===== config.mk =====
export PLATFORM = sky130hd
export DESIGN_NAME = fsm_serial_tx
export DESIGN_NICKNAME = d
export VERILOG_FILES = /design/src/rtl/fsm_serial_tx.sv
export SDC_FILE = /design/constraint.sdc
export NUM_CORES = 1
export LEC_CHECK = 0
export BUFFER_PORTS_ARGS = -buffer_cell sky130_fd_sc_hd__buf_2
export CAP_MARGIN = 20
export CELL_PAD_IN_SITES_DETAIL_PLACEMENT = 0
export CELL_PAD_IN_SITES_GLOBAL_PLACEMENT = 2
export CORE_MARGIN = 5
export CORE_UTILIZATION = 34
export CTS_CLUSTER_DIAMETER = 200
export CTS_CLUSTER_SIZE = 40
export DETAILED_ROUTE_END_ITERATION = 7
export MAX_ROUTING_LAYER = met4
export PLACE_DENSITY = 0.9
export SYNTH_ARGS = -nofsm -noshare
export SYNTH_HDL_FRONTEND = slang
export SYNTH_SLANG_ARGS = --single-unit

===== constraint.sdc =====
create_clock -name clk -period 4.8 [get_ports clk]
set_input_delay 0.48 -clock clk [delete_from_list [all_inputs] [get_ports clk]]
set_output_delay 0.48 -clock clk [all_outputs]
set_load 0.02 [all_outputs]

===== src/rtl/fsm_serial_tx.sv =====
// Serial frame transmitter: each frame is a start pulse, the word MSB-first, then an
// idle-low gap. The frame is sent load_repeat+1 times per accepted word.
module fsm_serial_tx #(
    parameter int unsigned WIDTH      = 8,
    parameter int unsigned GAP_CYCLES = 2,
    parameter int unsigned REPEAT_W   = 4
) (
    input  logic                clk,
    input  logic                rst,
    input  logic                load_valid,
    output logic                load_ready,
    input  logic [WIDTH-1:0]    load_data,
    input  logic [REPEAT_W-1:0] load_repeat,
    output logic                out,
    output logic                busy,
    output logic                done
);

    localparam int unsigned IDX_W    = (WIDTH > 1) ? $clog2(WIDTH) : 1;
    localparam int unsigned GAP_W    = (GAP_CYCLES > 1) ? $clog2(GAP_CYCLES) : 1;
    localparam int unsigned GAP_LAST = (GAP_CYCLES > 0) ? GAP_CYCLES - 1 : 0;

    localparam logic [1:0] S_IDLE  = 2'd0;
    localparam logic [1:0] S_START = 2'd1;
    localparam logic [1:0] S_SHIFT = 2'd2;
    localparam logic [1:0] S_GAP   = 2'd3;

    logic [1:0]          state_q, state_d;
    logic [IDX_W-1:0]    idx_q, idx_d;
    logic [GAP_W-1:0]    gap_q, gap_d;
    logic [REPEAT_W-1:0] frames_q, frames_d;
    logic [WIDTH-1:0]    data_q, data_d;
    logic                out_q, out_d;
    logic                busy_q, busy_d;
    logic                done_q, done_d;
    logic                ready_q, ready_d;
    logic                frame_end;

    always_ff @(posedge clk) begin
        if (rst) begin
            state_q  <= S_IDLE;
            idx_q    <= '0;
            gap_q    <= '0;
            frames_q <= '0;
            data_q   <= '0;
            out_q    <= 1'b0;
            busy_q   <= 1'b0;
            done_q   <= 1'b0;
            ready_q  <= 1'b1;
        end else begin
            state_q  <= state_d;
            idx_q    <= idx_d;
            gap_q    <= gap_d;
            frames_q <= frames_d;
            data_q   <= data_d;
            out_q    <= out_d;
            busy_q   <= busy_d;
            done_q   <= done_d;
            ready_q  <= ready_d;
        end
    end

    // Outputs are derived from the next state so they line up with the state they describe.
    always_comb begin
        state_d   = state_q;
        idx_d     = idx_q;
        gap_d     = gap_q;
        frames_d  = frames_q;
        data_d    = data_q;
        frame_end = 1'b0;

        case (state_q)
            S_IDLE: begin
                if (load_valid && ready_q) begin
                    data_d   = load_data;
                    frames_d = load_repeat;
                    idx_d    = IDX_W'(WIDTH - 1);
                    state_d  = S_START;
                end
            end
            S_START: begin
                state_d = S_SHIFT;
            end
            S_SHIFT: begin
                if (idx_q != '0) begin
                    idx_d = idx_q - IDX_W'(1);
                end else if (GAP_CYCLES > 0) begin
                    gap_d   = '0;
                    state_d = S_GAP;
                end else begin
                    frame_end = 1'b1;
                end
            end
            S_GAP: begin
                if (gap_q == GAP_W'(GAP_LAST)) begin
                    frame_end = 1'b1;
                end else begin
                    gap_d = gap_q + GAP_W'(1);
                end
            end
            default: begin
                state_d = S_IDLE;
            end
        endcase

        // Frame counter counts remaining extra frames; zero at frame end means finished.
        if (frame_end) begin
            if (frames_q == '0) begin
                state_d = S_IDLE;
            end else begin
                frames_d = frames_q - REPEAT_W'(1);
                idx_d    = IDX_W'(WIDTH - 1);
                state_d  = S_START;
            end
        end

        out_d   = (state_d == S_START) | ((state_d == S_SHIFT) & data_d[idx_d]);
        busy_d  = (state_d != S_IDLE);
        done_d  = (state_q != S_IDLE) && (state_d == S_IDLE);
        ready_d = (state_d == S_IDLE);
    end

    assign out        = out_q;
    assign busy       = busy_q;
    assign done       = done_q;
    assign load_ready = ready_q;

endmodule


==> flow_metrics.tcl, run 1 <==
set metrics [dict create \
    dp_slack_ns 2.47 \
    cp_num_cells 8 \
    async_reset_ff_share_pct 0 \
    hold_class "primary input to register" \
    worst_pin_slew_ns 0.551 \
    synth_flop_cell "dfxtp_1" \
    yosys.area_share.adder_pct 3.47 \
    yosysWarnings 0 \
    die_y_um 66.4 \
    finalHoldViolCount 0 \
    cpPeakStageDelay_ns 0.50 \
    clkSinkCount 22 \
    cp-endpoint "out" \
    ys_seq_elements 22 \
    diodes 0 \
    synth_top_family_by_area "compound AO/OA/AOI/OAI gates" \
    synth_edf_count 0 \
    peakVddDrop_mv 0.203 \
    insertion_delay_ns 0.30 \
    post-route-period-util_pct 48.9 \
    r2r.worst_path.cells 8 \
    synth_area_um2 1080 \
    grt_pass1_wl_um 3950 \
    fin_skew_ns 0.00289 \
    postCtsHoldBufs 0 \
    reg2reg_from "idx_q[0]" \
    dp.final_hpwl_um 1730 \
    wl_um 2320 \
    numPortBuffers 18 \
    die_x_um 66.4 \
    rrSetupSlack_ns 2.45 \
    start_kind "register" \
    setup-violations-final 0 \
    grt_max_degree 24 \
    vias 939 \
    antenna_found_initial 0 \
    syn_inst 132 \
    dr.pass1.iters 4 \
    p_per_area_nw_per_um2 402 \
    cts_tree "yes" \
    cp_num_buf_inv 1 \
    grt_pass1_vias 900 \
    syn_nets 150 \
    drive_above_1_share_pct 17.1 \
    cp_slowest_cell "dfxtp_1" \
    die_area_um2 4410 \
    rows 20 \
    synth.yosys.seq_area_share_pct 40.7 \
    post_cts_buffers 0 \
    cap_violations 0 \
    worst-path-max-fanout 7 \
    outcome "finished, final reports clean" \
    startpoint "idx_q[0]" \
    timing.final.crit_period_ns 2.35 \
    fmax_mhz 426 \
    drc_errors 0 \
    syn_avg_cell_area_um2 8.19 \
    clkTransAtPathRegs_ns 0.11 \
    drv_slew 0 \
    grt_usage_pct 11.7 \
    muxShareOfSynthArea_pct 2.78 \
    drt_iter0_drc 25 \
    cts_resized 0 \
    synthSimpleGateAreaFrac_pct 21.8 \
    via_per_inst 4.94 \
    cp-end-kind "register" \
    critPathArrivalTime_ns 2.55 \
    rsz0062_at_grt "no" \
    final_nets 166 \
    wl_per_cell_um 12.2 \
    p_leak_uw 0.000470 \
    postLayoutSetupSlackWorst_ns 2.45 \
    crit_chain "inv_1 > ha_1 > nor2b_1 > and2b_1 > o22ai_2 > a221oi_2 > a21oi_1 > o311a_1" \
    ant_nets 0 \
    cts_buffers 3 \
    area_delta_synth_final_pct 12.2 \
    timing.rr.end "out" \
    clockBufferDepth 2 \
    required_ns 5.00 \
    grt_overflow_total 0 \
    h-tree-depth 1 \
    yosys.area_share.xor_xnor_pct 2.31 \
    pin_count 19 \
    routabilityCongestion 0.928 \
    cp_top_family "compound AO/OA/AOI/OAI gates" \
    critPathKind "register to register" \
    core-area_um2 3050 \
    synth_compound_area_share_pct 23.1 \
    cts-root-buf "clkbuf_4" \
    setup_tns_ns 0 \
    max_slew_margin_pct 63.1 \
    start_util_pct 35.4 \
    synth.distinct_cells 33 \
]
-- worst min path at each step --
| stage | slack, ns | end | cells after the start | start |
|---|---|---|---|---|
| floorplan | 0.43 | data_q[6] | 2 | data_q[6] |
| global placement | 0.44 | data_q[6] | 2 | data_q[6] |
| detailed placement | 0.45 | data_q[6] | 2 | data_q[6] |
| CTS | 0.39 | data_q[1] | 3 | load_data[1] |
| global route | 0.40 | data_q[6] | 3 | load_data[6] |
| finish | 0.40 | data_q[4] | 3 | load_data[4] |
-- synth_stat cells, types with 2 or more instances --
library cell | instances | area [um2]
nor3_1 | 4 | 20.0
nand3_1 | 4 | 20.0
clkbuf_1 | 4 | 15.0
ha_1 | 3 | 37.5
mux2i_1 | 3 | 30.0
dfxtp_1 | 22 | 440
and3_1 | 2 | 12.5
inv_1 | 7 | 26.3
a221oi_1 | 3 | 26.3
o21ai_0 | 6 | 30.0
a211oi_1 | 4 | 30.0
nor2_1 | 11 | 41.3
a21oi_1 | 15 | 75.1
buf_2 | 2 | 10.0
nand2_1 | 21 | 78.8
o22ai_1 | 3 | 18.8
nand3b_1 | 2 | 15.0
-- layout by cell type, fill, tap and decap left out, drive strengths merged, types with 4 or more instances in the layout --
| cell type | count |
|---|---|
| a221oi | 4 |
| a211oi | 4 |
| nand2 | 21 |
| buf | 18 |
| inv | 7 |
| dfxtp | 22 |
| nor2 | 11 |
| o21ai | 6 |
| nand3 | 4 |
| a21oi | 15 |
| o22ai | 4 |
| nor3 | 4 |
-- report_power, final --
group | switching (uW) | total [uW] | internal (uW) | leakage (uW)
clock network | 51.3 | 80.6 | 29.2 | 0.0000138
registers | 23.5 | 234 | 211 | 0.000181
logic | 101 | 172 | 71.1 | 0.000275
-- layout make-up --
type	count	area, um2
timing repair buffer	18	90.1
fill	344	1840
clock buffer	3	22.5
tap	44	55.1
sequential	22	440
inverter	7	26.3
multi-input combinational	96	578
-- through the flow --
stage | instances | area (um2) | hold WS (ns) | power [uW] | util [%]
floorplan | 132 | 1080 | 0.432 | 374 | -
global placement | 187 | 1190 | 0.440 | 409 | 39.0
finish | 190 | 1210 | 0.405 | 487 | 39.7
CTS | 190 | 1210 | 0.394 | 493 | 39.7
detailed placement | 187 | 1190 | 0.454 | 411 | 39.0
global route | 190 | 1210 | 0.403 | 524 | 39.7
-- state kept, by name, indices dropped and copies added (netlist names) --
signal and count:
idx_q 3, gap_q 1, done 1, busy 1, load_ready 1, frames_q 4, state_q 2, data_q 8
out 1
-- cells by family after synthesis --
logic type	after synthesis
compound gates	38
xor+xnor	2
fa+ha+maj	3
buf+inv	14
flops	22
mux	3
simple gates	50
-- layer usage --
layer	vias to the layer above	routed length (um)	GRT usage, %
li1	491	-	-
met1	435	1160	15.7
met2	11	1090	17.6
met3	2	41	1.02
met4	0	27	5.33
met5	-	0	-
-- worst register-to-register path: stages (launching register included) --
cell	delay, ns
dfxtp_1	0.50
inv_1	0.18
ha_1	0.24
nor2b_1	0.16
and2b_1	0.37
o22ai_2	0.13
a221oi_2	0.28
a21oi_1	0.06
o311a_1	0.33
(Power assumes the default switching activity.)
==> inputs of run 2 (changes only) <==
--- a/config.mk
+++ b/config.mk
@@ -10,12 +10,12 @@
 export CELL_PAD_IN_SITES_DETAIL_PLACEMENT = 0
 export CELL_PAD_IN_SITES_GLOBAL_PLACEMENT = 2
 export CORE_MARGIN = 5
-export CORE_UTILIZATION = 34
+export CORE_UTILIZATION = 28
 export CTS_CLUSTER_DIAMETER = 200
 export CTS_CLUSTER_SIZE = 40
 export DETAILED_ROUTE_END_ITERATION = 7
 export MAX_ROUTING_LAYER = met4
-export PLACE_DENSITY = 0.9
+export PLACE_DENSITY = 0.8
 export SYNTH_ARGS = -nofsm -noshare
 export SYNTH_HDL_FRONTEND = slang
 export SYNTH_SLANG_ARGS = --single-unit
==> constraint.sdc (replaced) <==
create_clock -name clk -period 2.1 [get_ports clk]
set_input_delay 0.21 -clock clk [delete_from_list [all_inputs] [get_ports clk]]
set_output_delay 0.21 -clock clk [all_outputs]
set_load 0.02 [all_outputs]
==> flow_metrics.tcl, run 2 (synthesis gave the netlist of run 1 again) <==
set metrics [dict create \
    reg_top3 "data_q x8, frames_q x4, idx_q x3" \
    max_slew_margin_pct 67.3 \
    cap_violations 0 \
    drv_slew 0 \
    largest_register_ffs 8 \
    insertion_delay_ns 0.27 \
    dr.pass1.iters 4 \
    clockBufferDepth 2 \
    setup_tns_ns 0 \
    grt_pass1_wl_um 4360 \
    drt_iter0_drc 31 \
    crit_chain "inv_1 > ha_1 > nor2b_2 > and2b_4 > o22ai_2 > a221oi_2 > a21oi_1 > o311a_1" \
    rows 22 \
    p_per_area_nw_per_um2 1040 \
    p_leak_uw 0.000536 \
    via_per_inst 4.88 \
    grt_overflow_total 0 \
    drive_above_1_share_pct 25.0 \
    fillers 406 \
    worst_pin_slew_ns 0.485 \
    cpPeakStageDelay_ns 0.34 \
    fmax_mhz 513 \
    timing.final.crit_period_ns 1.95 \
    top_register "data_q" \
    critPathKind "register to register" \
    die_area_um2 5200 \
    final_nets 175 \
    antenna_found_initial 0 \
    core-area_um2 3690 \
    post-route-period-util_pct 92.7 \
    critPathArrivalTime_ns 2.10 \
    fin_skew_ns 0.0121 \
    cts_buffers 3 \
    area_delta_synth_final_pct 25.0 \
    wl_um 2500 \
    clkTransAtPathRegs_ns 0.09 \
    finalHoldViolCount 0 \
    peakVddDrop_mv 0.475 \
    cts_tree "yes" \
    cp-end-kind "register" \
    routabilityCongestion 0.850 \
    rsz0062_at_grt "no" \
    grt_max_degree 24 \
    ant_nets 0 \
    numPortBuffers 18 \
    setup-violations-final 0 \
    mostFrequentLayoutCells "nand2_1, dfxtp_1, buf_2" \
    wl_per_cell_um 12.3 \
    h-tree-depth 1 \
    hold_class "primary input to register" \
    die_y_um 72.1 \
    die_x_um 72.1 \
    start_util_pct 29.3 \
    start_kind "register" \
    grt_usage_pct 10.8 \
    vias 996 \
    total_power_uw 1400 \
    worst-path-max-fanout 6 \
    required_ns 2.25 \
    dp.final_hpwl_um 1890 \
    diodes 0 \
    outcome "finished, final reports clean" \
    drc_errors 0 \
    cp_slowest_cell "o311a_1" \
    pin_count 19 \
    clkSinkCount 22 \
    cts-root-buf "clkbuf_8" \
    grt_pass1_vias 968 \
]
-- run 2: cell types whose count changed in the layout (fill, tap and decap cells not counted), sizes merged --
cell	delta
buf	+9
bufinv	+1
-- run 2: stage by stage --
step | std cells | area (um2) | setup slack [ns] | utilization, % | hold slack, ns
final | 204 | 1350 | 0.152 | 36.6 | 0.184
after global routing | 204 | 1350 | 0.0409 | 36.6 | 0.180
after CTS | 203 | 1330 | 0.00824 | 36.0 | 0.180
after detailed placement | 199 | 1250 | 0.0242 | 34.0 | 0.452
after global placement | 199 | 1250 | 0.116 | 34.0 | 0.441
after floorplan | 132 | 1080 | 0.0449 | - | 0.302
-- run 2: cell type report --
cell class,count,area (um2),area share (%)
multi-input cells,96,594,44.0
flip-flops and latches,22,442,32.7
repair buffers,27,158,11.7
well taps,48,60.1,4.44
clock buffers,3,41.3,3.06
clock inverters,1,30.0,2.22
inverters,7,26.3,1.94
-- run 2: layer usage --
metal / vias up / global-route usage [%] / routed length, um
met4: 0 / 5.01 / 54
met5: - / - / 0
met2: 21 / 17.3 / 1180
li1: 515 / - / -
met1: 455 / 13.8 / 1210
met3: 5 / 0.831 / 63
-- run 2: final timing paths --
path | startpoint | to | slack, ns | cells past startpoint
max | idx_q[0] | out | 0.15 | 8
max reg2reg | idx_q[0] | out | 0.15 | 8
min reg2reg | data_q[6] | data_q[6] | 0.46 | 2
min | load_data[6] | data_q[6] | 0.18 | 3
-- run 2: worst max-delay path: cells and delay by family, from the launching register on --
| kind | cells | cell delay, ns |
|---|---|---|
| compound gates | 4 | 0.78 |
| simple gates | 2 | 0.46 |
| flops | 1 | 0.33 |
| fa+ha+maj | 1 | 0.19 |
| buf+inv | 1 | 0.05 |
-- run 2: power by group --
part / switching (uW) / internal [uW] / total [uW]
clock: 141 / 255 / 396
combinational: 265 / 217 / 482
sequential: 45.0 / 482 / 527
total: 451 / 953 / 1400
-- run 2: timing repair --
action,in CTS,in global routing
resized for setup,0,6
hold buffers,0,0
endpoints found under the setup margin,0,1
setup buffers,0,1
